`config.mk`:
```
export PLATFORM = sky130hd
export DESIGN_NAME = target_spawn_scheduler
export DESIGN_NICKNAME = d
export VERILOG_FILES = /design/src/rtl/target_pkg.sv /design/src/rtl/spawn_interval_timer.sv /design/src/rtl/target_spawn_scheduler.sv
export SDC_FILE = /design/constraint.sdc
export NUM_CORES = 1
export LEC_CHECK = 0
export CORE_MARGIN = 1.5
export CORE_UTILIZATION = 56
export DETAILED_ROUTE_END_ITERATION = 16
export PLACE_DENSITY = 0.86
export SYNTH_ARGS = -nofsm -noshare
export SYNTH_HDL_FRONTEND = slang
export SYNTH_HIERARCHICAL = 1
export SYNTH_SLANG_ARGS = --single-unit
```
`constraint.sdc`:
```
create_clock -name clk -period 6.5 [get_ports clk]
set_input_delay 0.65 -clock clk [delete_from_list [all_inputs] [get_ports clk]]
set_output_delay 0.65 -clock clk [all_outputs]
set_load 0.01 [all_outputs]
```
`src/rtl/target_pkg.sv`:
```
// Shared encodings and helpers for the target spawn scheduler.
// The LFSR constants are used only when TARGET_SPAWN_LFSR_EN is defined.
package target_pkg;

   localparam logic [1:0] S_IDLE   = 2'd0;
   localparam logic [1:0] S_COUNT  = 2'd1;
   localparam logic [1:0] S_SEARCH = 2'd2;
   localparam logic [1:0] S_SPAWN  = 2'd3;

   localparam logic [15:0] LFSR_SEED = 16'hACE1;
   // Fibonacci taps 16,14,13,11 -> bits 15,13,12,10
   localparam logic [15:0] LFSR_TAPS = 16'hB400;

   // Bits needed to hold the value n (at least one bit).
   function automatic int cnt_width(input int n);
      return (n < 2) ? 1 : $clog2(n + 1);
   endfunction

endpackage

```
`src/rtl/spawn_interval_timer.sv`:
```
// Spawn interval counter: synchronous clear, counts while enabled and
// saturates at PERIOD-1, where done stays high until the next clear.
module spawn_interval_timer #(
   parameter int PERIOD = 25000000
) (
   input  logic clk,
   input  logic reset,
   input  logic clr_i,
   input  logic en_i,
   output logic done_o
);

   localparam int W = $clog2(PERIOD);
   localparam logic [W-1:0] TERM = W'(PERIOD - 1);

   logic [W-1:0] cnt_q, cnt_d;

   assign done_o = (cnt_q == TERM);

   always_comb begin
      cnt_d = cnt_q;
      if (clr_i)
         cnt_d = '0;
      else if (en_i && !done_o)
         cnt_d = cnt_q + W'(1);
   end

   always_ff @(posedge clk) begin
      if (reset) cnt_q <= '0;
      else       cnt_q <= cnt_d;
   end

endmodule

```
`src/rtl/target_spawn_scheduler.sv`:
```
// Round-robin spawn scheduler for NUM_TARGETS target slots, gated by MAX_ACTIVE.
// Define TARGET_SPAWN_LFSR_EN to randomize the scan start slot with a 16-bit LFSR.
module target_spawn_scheduler
   import target_pkg::*;
#(
   parameter int NUM_TARGETS  = 4,
   parameter int SPAWN_PERIOD = 25000000,
   parameter int MAX_ACTIVE   = 3,
   parameter int CNT_W        = 16
) (
   input  logic                                 clk,
   input  logic                                 reset,
   input  logic                                 titleoff,
   input  logic                                 over,
   input  logic [NUM_TARGETS-1:0]               slot_clear,
   output logic [NUM_TARGETS-1:0]               spawn,
   output logic [cnt_width(NUM_TARGETS)-1:0]    active_count,
   output logic [CNT_W-1:0]                     spawn_total,
   output logic                                 busy
);

   localparam int PW = $clog2(NUM_TARGETS);
   localparam int AW = cnt_width(NUM_TARGETS);
   localparam logic [PW-1:0] PTR_LAST  = PW'(NUM_TARGETS - 1);
   localparam logic [AW-1:0] SCAN_LAST = AW'(NUM_TARGETS - 1);
   localparam logic [AW-1:0] MAX_A     = AW'(MAX_ACTIVE);

   logic [1:0]             state_q, state_d;
   logic [PW-1:0]          ptr_q, ptr_d, ptr_inc;
   logic [AW-1:0]          scan_q, scan_d;
   logic [AW-1:0]          active_q, active_d, occ;
   logic [CNT_W-1:0]       total_q, total_d;
   logic [NUM_TARGETS-1:0] spawn_q, spawn_d;
   logic                   abort, tmr_clr, tmr_done;
   logic [PW-1:0]          start_ptr;

   assign abort   = !titleoff || over;
   assign tmr_clr = abort || (state_q == S_IDLE) || (state_q == S_SPAWN);
   assign ptr_inc = (ptr_q == PTR_LAST) ? '0 : ptr_q + PW'(1);

   spawn_interval_timer #(.PERIOD(SPAWN_PERIOD)) u_timer (
      .clk    (clk),
      .reset  (reset),
      .clr_i  (tmr_clr),
      .en_i   (state_q == S_COUNT),
      .done_o (tmr_done)
   );

`ifdef TARGET_SPAWN_LFSR_EN
   logic [15:0] lfsr_q;

   always_ff @(posedge clk) begin
      if (reset) lfsr_q <= LFSR_SEED;
      else       lfsr_q <= {lfsr_q[14:0], ^(lfsr_q & LFSR_TAPS)};
   end

   assign start_ptr = PW'(lfsr_q % 16'(NUM_TARGETS));
`else
   assign start_ptr = ptr_q;
`endif

   always_comb begin
      occ = '0;
      for (int i = 0; i < NUM_TARGETS; i++)
         occ = occ + AW'(!slot_clear[i]);
   end

   always_comb begin
      state_d = state_q;
      ptr_d   = ptr_q;
      scan_d  = scan_q;
      total_d = total_q;
      if (abort) begin
         state_d = S_IDLE;
         ptr_d   = '0;
         scan_d  = '0;
      end else begin
         case (state_q)
            S_IDLE: begin
               state_d = S_COUNT;
               total_d = '0;
            end
            S_COUNT: begin
               if (tmr_done && (active_q < MAX_A)) begin
                  state_d = S_SEARCH;
                  scan_d  = '0;
                  ptr_d   = start_ptr;
               end
            end
            S_SEARCH: begin
               // ptr is left in place on a hit so it doubles as the selected slot
               if (slot_clear[ptr_q]) begin
                  state_d = S_SPAWN;
               end else begin
                  ptr_d  = ptr_inc;
                  scan_d = scan_q + AW'(1);
                  if (scan_q == SCAN_LAST) state_d = S_COUNT;
               end
            end
            S_SPAWN: begin
               ptr_d   = ptr_inc;
               state_d = S_COUNT;
               if (total_q != '1) total_d = total_q + CNT_W'(1);
            end
            default: state_d = S_IDLE;
         endcase
      end
      active_d = (state_d == S_IDLE) ? '0 : occ;
      spawn_d  = '0;
      if (state_d == S_SPAWN) spawn_d[ptr_q] = 1'b1;
   end

   always_ff @(posedge clk) begin
      if (reset) begin
         state_q  <= S_IDLE;
         ptr_q    <= '0;
         scan_q   <= '0;
         active_q <= '0;
         total_q  <= '0;
         spawn_q  <= '0;
      end else begin
         state_q  <= state_d;
         ptr_q    <= ptr_d;
         scan_q   <= scan_d;
         active_q <= active_d;
         total_q  <= total_d;
         spawn_q  <= spawn_d;
      end
   end

   assign spawn        = spawn_q;
   assign active_count = active_q;
   assign spawn_total  = total_q;
   assign busy         = (state_q == S_SEARCH) || (state_q == S_SPAWN);

endmodule

```
==> results by group, run 1 <==
Logic synthesis
  • Post-synth cell types: 51
  • Most used flip-flop cell after synthesis: dfxtp_1
  • Synthesized cell area: 0.002909 mm2
  • Yosys reg bits: 55
  • Net Count, Synth: 356
  • Yosys warning count: 6
  • Avg Inst Size Synth: around 8.7 um2
  • Post-Syn Instances: 333
  • Sequential area share after synthesis: 37.85%
  • Post-synth ARST share: 0%
  • Post-synth EDFFs: 0

Power
  • P_leak: 1.157 nW
  • Sw frac: 20.85%
  • Power share of the clock group: 39.0%
  • Comb pwr share: 4.6%
  • Reg power frac: 56.5%
  • Maximum VDD drop: 0.0001579 V
  • Pwr dens: 178.4 mW/mm2
  • Switch Pwr: 0.1254 mW
  • Int Power: 0.4759 mW

Detailed routing
  • Drt first-iter violations: 106
  • Router iterations before antenna repair: 4
  • WL met2: 2917 um
  • Routed len/inst: 13.24 um
  • Vias per cell: 5.803
  • DRC: 0
  • Detail Route met3 WL: 192 um
  • WL met1: about 2600 um
  • Top sig layer: met4
  • DRT antenna net count: 0
  • Vias: 2,507
  • Detailed-route wire length: 5720 um

Timing
  • Crit share post-route: 41.27%
  • Setup TNS: 0 ns
  • Worst Tran Pin Value: 1.142 ns
  • Final Hold Vio Count: 0
  • Min Tclk post-route: 2.683 ns
  • Clk_skew: 0.01122 ns
  • Final setup vio count: 0
  • Slew Limit Fails: 0
  • Max Freq: 372.8 MHz
  • Max-slew headroom: a little under a quarter
  • RSZ-0062 raised after global routing: false

Floorplanning
  • Core area: 0.005042 mm2
  • Overall die height: 75.08 um
  • Chip width: 75.08 um
  • # IOs: 32
  • Row count: 26
  • Die Area: 0.005636 mm2
  • Starting density of the core: between 50 and 60%

Job
  • Max Cap Violations: 0

CTS
  • Clk sink count: between 50 and 60
  • Post-CTS Resized: 0
  • CTS Root Cell: clkbuf_8
  • CTS Buf Count: 5
  • H-tree depth: 2
  • Post-CTS Setup Inserts: 0
  • Hold buffer count at CTS: 0
  • CTS tree: done
  • Clk buf depth: 2
  • Worst-Skew Late Latency: 0.31 ns
  • CTS clk-pin slew, worst paths: 0.10 ns

Layout
  • Layout cell share with drive strength beyond 1: under 10%
  • Leading cell types in the layout, fill and taps excluded: 55 x dfxtp_1, 31 x clkdlybuf4s50_1, 30 x nor2_1
  • Area of the multi-input gates: ~0.0017 mm2
  • # fillers: 411
  • Commonest non-fill, non-tap cell in the layout: dfxtp_1
  • Diodes inserted: 0
  • P&R area growth vs syn: 15.87%
  • Layout Utilization: 66.85%
  • Sequential cell area: between 0.001 and 0.0015 mm2
  • Layout Nets: 384

Global route
  • GR Overflow Total: 0
  • Vias in the first global route: 2,351
  • Initial antenna violation count: 0
  • Largest net degree at the start of global routing: 24
  • Total Routing Usage GR: 22.63%
  • First-pass GRT wire length: 10,010 um

Setup path
  • Crit Path Class: reg2reg
  • Critical Path Source Type: register
  • Crit-path max FO: 6
  • CP required: 6.71 ns
  • CP arrival: 2.89 ns
  • Setup crit end kind: register

Placement
  • I/O Buffers: 31
  • Gpl congestion: 0.8800
  • HPWL Detailed: 4253 um

Hold path
  • Min-Delay Path Class: reg2reg

Run status
  • Outcome: finished clean
-- power groups by stage --
stage / Clock (mW) / Sequential, mW / Combinational, mW
2_1_floorplan: 0 / 0.348 / 0.0155
3_3_place_gp: 0 / 0.348 / 0.0266
3_5_place_dp: 0 / 0.347 / 0.0275
4_1_cts: 0.240 / 0.340 / 0.0277
5_1_grt: 0.254 / 0.340 / 0.0311
6_report: 0.234 / 0.340 / 0.0274
-- worst paths after layout --
check / start / end / slack [ns] / cells after the start
worst max-delay path: u_timer/cnt_q[0] / scan_q[0] / 3.82 / 8
worst min-delay path: u_timer/cnt_q[19] / u_timer/cnt_q[19] / 0.49 / 2
worst max register to register: u_timer/cnt_q[0] / scan_q[0] / 3.82 / 8
worst min register to register: u_timer/cnt_q[19] / u_timer/cnt_q[19] / 0.49 / 2
-- synthesized netlist by cell type (6+ instances only) --
| library cell | number | area share [%] |
|---|---|---|
| inv_1 | 18 | 2.3 |
| xor2_1 | 8 | 2.4 |
| nand2_1 | 23 | 3.0 |
| ha_1 | 14 | 6.0 |
| or3_1 | 10 | 2.2 |
| mux2i_1 | 10 | 3.4 |
| dfxtp_1 | 55 | 38 |
| xnor2_1 | 8 | 2.4 |
| o31ai_1 | 7 | 1.8 |
| a21oi_1 | 19 | 3.3 |
| or4_1 | 8 | 2.1 |
| nand4_1 | 13 | 2.8 |
| nor2_1 | 30 | 3.9 |
| and3_1 | 12 | 2.6 |
| o21ai_0 | 13 | 2.2 |
| nand3_1 | 14 | 2.4 |
| nor3_1 | 6 | 1.0 |
-- cell type report --
class	instances	share of cell area, %
inverter	18	2.004
timing repair buffer	31	9.206
clock buffer	6	2.450
tap	70	2.598
multi-input combinational	250	50.04
sequential	55	32.67
clock inverter	2	1.039
-- cells by family after synthesis --
| kind of cell | Yosys count | share of synthesized area [%] |
|---|---|---|
| buf+inv | 28 | 4.344 |
| fa+ha+maj | 15 | 6.710 |
| mux | 10 | 3.441 |
| compound gates | 58 | 13.16 |
| simple gates | 151 | 29.68 |
| xor+xnor | 16 | 4.817 |
| flops | 55 | 37.85 |
-- routing by layer --
metal	vias to the layer above	track usage [%]
li1	1268	-
met1	1190	27.57
met2	44	40.02
met3	5	4.418
met4	0	7.273
met5	-	0
-- critical path, cell delays in order (launching register included) --
cell and delay (ns):
dfxtp_1 0.40, ha_1 0.29, nand3b_1 0.14, or2_2 0.31, nor4_1 0.42, a31oi_1 0.18
nor3_1 0.53, mux2i_1 0.25, nor2_1 0.06
-- flip-flops by register name, summed over array words and instances, names as in the netlist --
signal / cells
u_timer/cnt_q: 25
spawn_total: 16
spawn: 4
active_count: 3
scan_q: 3
ptr_q: 2
state_q: 2
-- stage by stage --
step | hold WS (ns) | area, um2 | instances | setup slack [ns] | power (mW)
global route | 0.5109 | 3371 | 432 | 3.561 | 0.6254
floorplan | 0.4535 | 2909 | 333 | 4.262 | 0.3634
CTS | 0.4901 | 3371 | 432 | 3.804 | 0.6074
detailed placement | 0.4757 | 3253 | 424 | 3.686 | 0.3749
global placement | 0.4621 | 3253 | 424 | 3.751 | 0.3741
finish | 0.4875 | 3371 | 432 | 3.817 | 0.6012
(Power assumes the default switching activity.)
==> run 2: changes to the inputs <==
- clock period: 6.5 -> 2.7 ns (I/O delays scaled with it)
==> run 2 against run 1 <==
Critical path depth is the same. Clock-buffer cell count shrank 1. Non-clock buffer count grew 8. Routed wire length grew 5.8%. Sequential share of layout area shrank 0.34 points. Sequential cell count is the same. Total power grew 130%. Critical path type unchanged. Critical endpoint is now spawn[1]. Largest power group unchanged.
==> results by group, run 2 (synthesis results as in run 1) <==
Setup path
  • Max stage delay on crit path: 0.46 ns
  • Crit path max-delay cell type: nor4_1
  • CP arrival: 2.76 ns
  • Crit-path max FO: 5
  • Crit Path Class: reg2reg
  • Critical Path Source Type: register
  • Crit-path cells: ha_1, nand3b_1, or2_2, nor4_1, a31oi_1, a221o_1, and2_1, and3_1
  • CP required: 2.91 ns
  • Setup crit end kind: register

Placement
  • Dpl ws: 0.2130 ns
  • Post-Place Cell Area: 0.003313 mm2
  • HPWL Detailed: 4474 um
  • Gpl congestion: 0.8261
  • I/O Buffers: 31

Power
  • Maximum VDD drop: 0.0002606 V
  • Int Power: between 1 and 1.5 mW
  • Sw frac: between 20% and 30%
  • Comb pwr share: 5.2%
  • Switch Pwr: between 0.3 and 0.4 mW
  • Pwr dens: about 400 mW/mm2
  • Reg power frac: around 60%
  • P_leak: 1.177 nW
  • Power share of the clock group: 34.9%

Timing
  • Worst Tran Pin Value: about 0.48 ns
  • Final WS setup: around 0.16 ns
  • Max Freq: 393.1 MHz
  • Max-slew headroom: 67.54%
  • Min Tclk post-route: 2.544 ns
  • Setup TNS: 0 ns
  • Crit share post-route: 94.21%
  • Final Hold Vio Count: 0
  • Slew Limit Fails: 0
  • RSZ-0062 raised after global routing: false
  • WHS: between 0.5 and 0.6 ns
  • Final setup vio count: 0
  • Clk_skew: between 0.01 and 0.015 ns

Layout
  • P&R area growth vs syn: 17.08%
  • # fillers: roughly 400
  • Finished Cell Area: 0.003406 mm2
  • Leading cell types in the layout, fill and taps excluded: 55 x dfxtp_1, 31 x clkdlybuf4s50_1, 30 x nor2_1
  • Diodes inserted: 0
  • Layout Utilization: 67.54%
  • Most flop-heavy register: u_timer/cnt_q
  • Max reg flops: 25
  • Layout cell share with drive strength beyond 1: 8.649%
  • Layout Nets: just under 400
  • Commonest non-fill, non-tap cell in the layout: dfxtp_1

CTS
  • CTS Root Cell: clkbuf_8
  • Post-CTS Resized: 0
  • Clk buf depth: 2
  • Clk sink count: 55
  • Hold buffer count at CTS: 0
  • H-tree depth: 2
  • CTS Buf Count: 5
  • CTS clk-pin slew, worst paths: ~0.11 ns
  • Post-CTS Setup Inserts: 0
  • CTS tree: done
  • Worst-Skew Late Latency: between 0.3 and 0.4 ns

Global route
  • Initial antenna violation count: 0
  • First-pass GRT wire length: 9887 um
  • Largest net degree at the start of global routing: 19
  • GRT met1 Usage: 26.75%
  • Total Routing Usage GR: 22.64%
  • M2 GR Usage: between 40% and 50%
  • Vias in the first global route: 2,265
  • GR Overflow Total: 0
  • Met3 GRT Util: 4.418%
  • Busiest layer in global routing: met2

Detailed routing
  • DRT antenna net count: 0
  • Vias per cell: between 5 and 6
  • Vias: 2,564
  • Drt first-iter violations: 96
  • Detailed-route wire length: 6052 um
  • DRC: 0
  • Router iterations before antenna repair: 5
  • Routed len/inst: 13.75 um

Floorplanning
  • # IOs: 32
  • Starting density of the core: 57.69%
  • Row count: 26
  • Core area: between 0.005 and 0.006 mm2
  • Chip width: 75.08 um
  • Overall die height: 75.08 um
  • Die Area: 0.005636 mm2

Job
  • Max Cap Violations: 0

Run status
  • Outcome: finished clean

Hold path
  • Min-Delay Path Class: reg2reg
## run 2: changes by cell type in the layout (fill, tap and decap cells not counted), sizes merged
cell,before,now
buf,0,8
bufinv,1,0
clkbuf,6,5
clkinv,1,0
clkinvlp,0,2
inv,18,19
## run 2: power by group through the flow
stage	Clock (mW)	Combinational, mW	Sequential [mW]
after detailed placement	0	0.0697	0.837
after global placement	0	0.0682	0.837
final	0.476	0.0712	0.818
after global routing	0.515	0.0781	0.819
after CTS	0.492	0.0710	0.818
after floorplan	0	0.0373	0.837
## run 2: per-stage QoR
stage          cells  power, mW
2_1_floorplan    333     0.8747
3_3_place_gp     432     0.9048
3_5_place_dp     432     0.9065
4_1_cts          440      1.381
5_1_grt          440      1.412
6_report         440      1.365
## run 2: routing by layer
metal | wire length, um | share of wire (%)
met1 | 2731 | 45
met2 | 3039 | 50
met3 | 190 | 3.1
met4 | 90 | 1.5
met5 | 0 | 0
## run 2: final timing paths
path	from	to	slack [ns]	cells past startpoint
max	u_timer/cnt_q[1]	spawn[1]	0.16	8
min	scan_q[2]	scan_q[2]	0.51	2
max reg2reg	u_timer/cnt_q[1]	spawn[1]	0.16	8
min reg2reg	scan_q[2]	scan_q[2]	0.51	2
## run 2: layout make-up
cell class	count	area [um2]	share of cell area [%]
inverter	18	67.56	1.984
clock buffer	5	68.82	2.021
sequential	55	1101	32.33
tap	70	87.58	2.572
timing repair buffer	39	370.4	10.87
clock inverter	3	23.77	0.6980
multi-input combinational	250	1687	49.52
## run 2: critical path, delay by kind of cell, from the launching register on
family / cells / cell delay [ns]
AND/OR/NAND/NOR: 5 / 1.27
AO/OA/AOI/OAI: 2 / 0.57
flip-flops: 1 / 0.40
adder cells (fa/ha/maj): 1 / 0.19
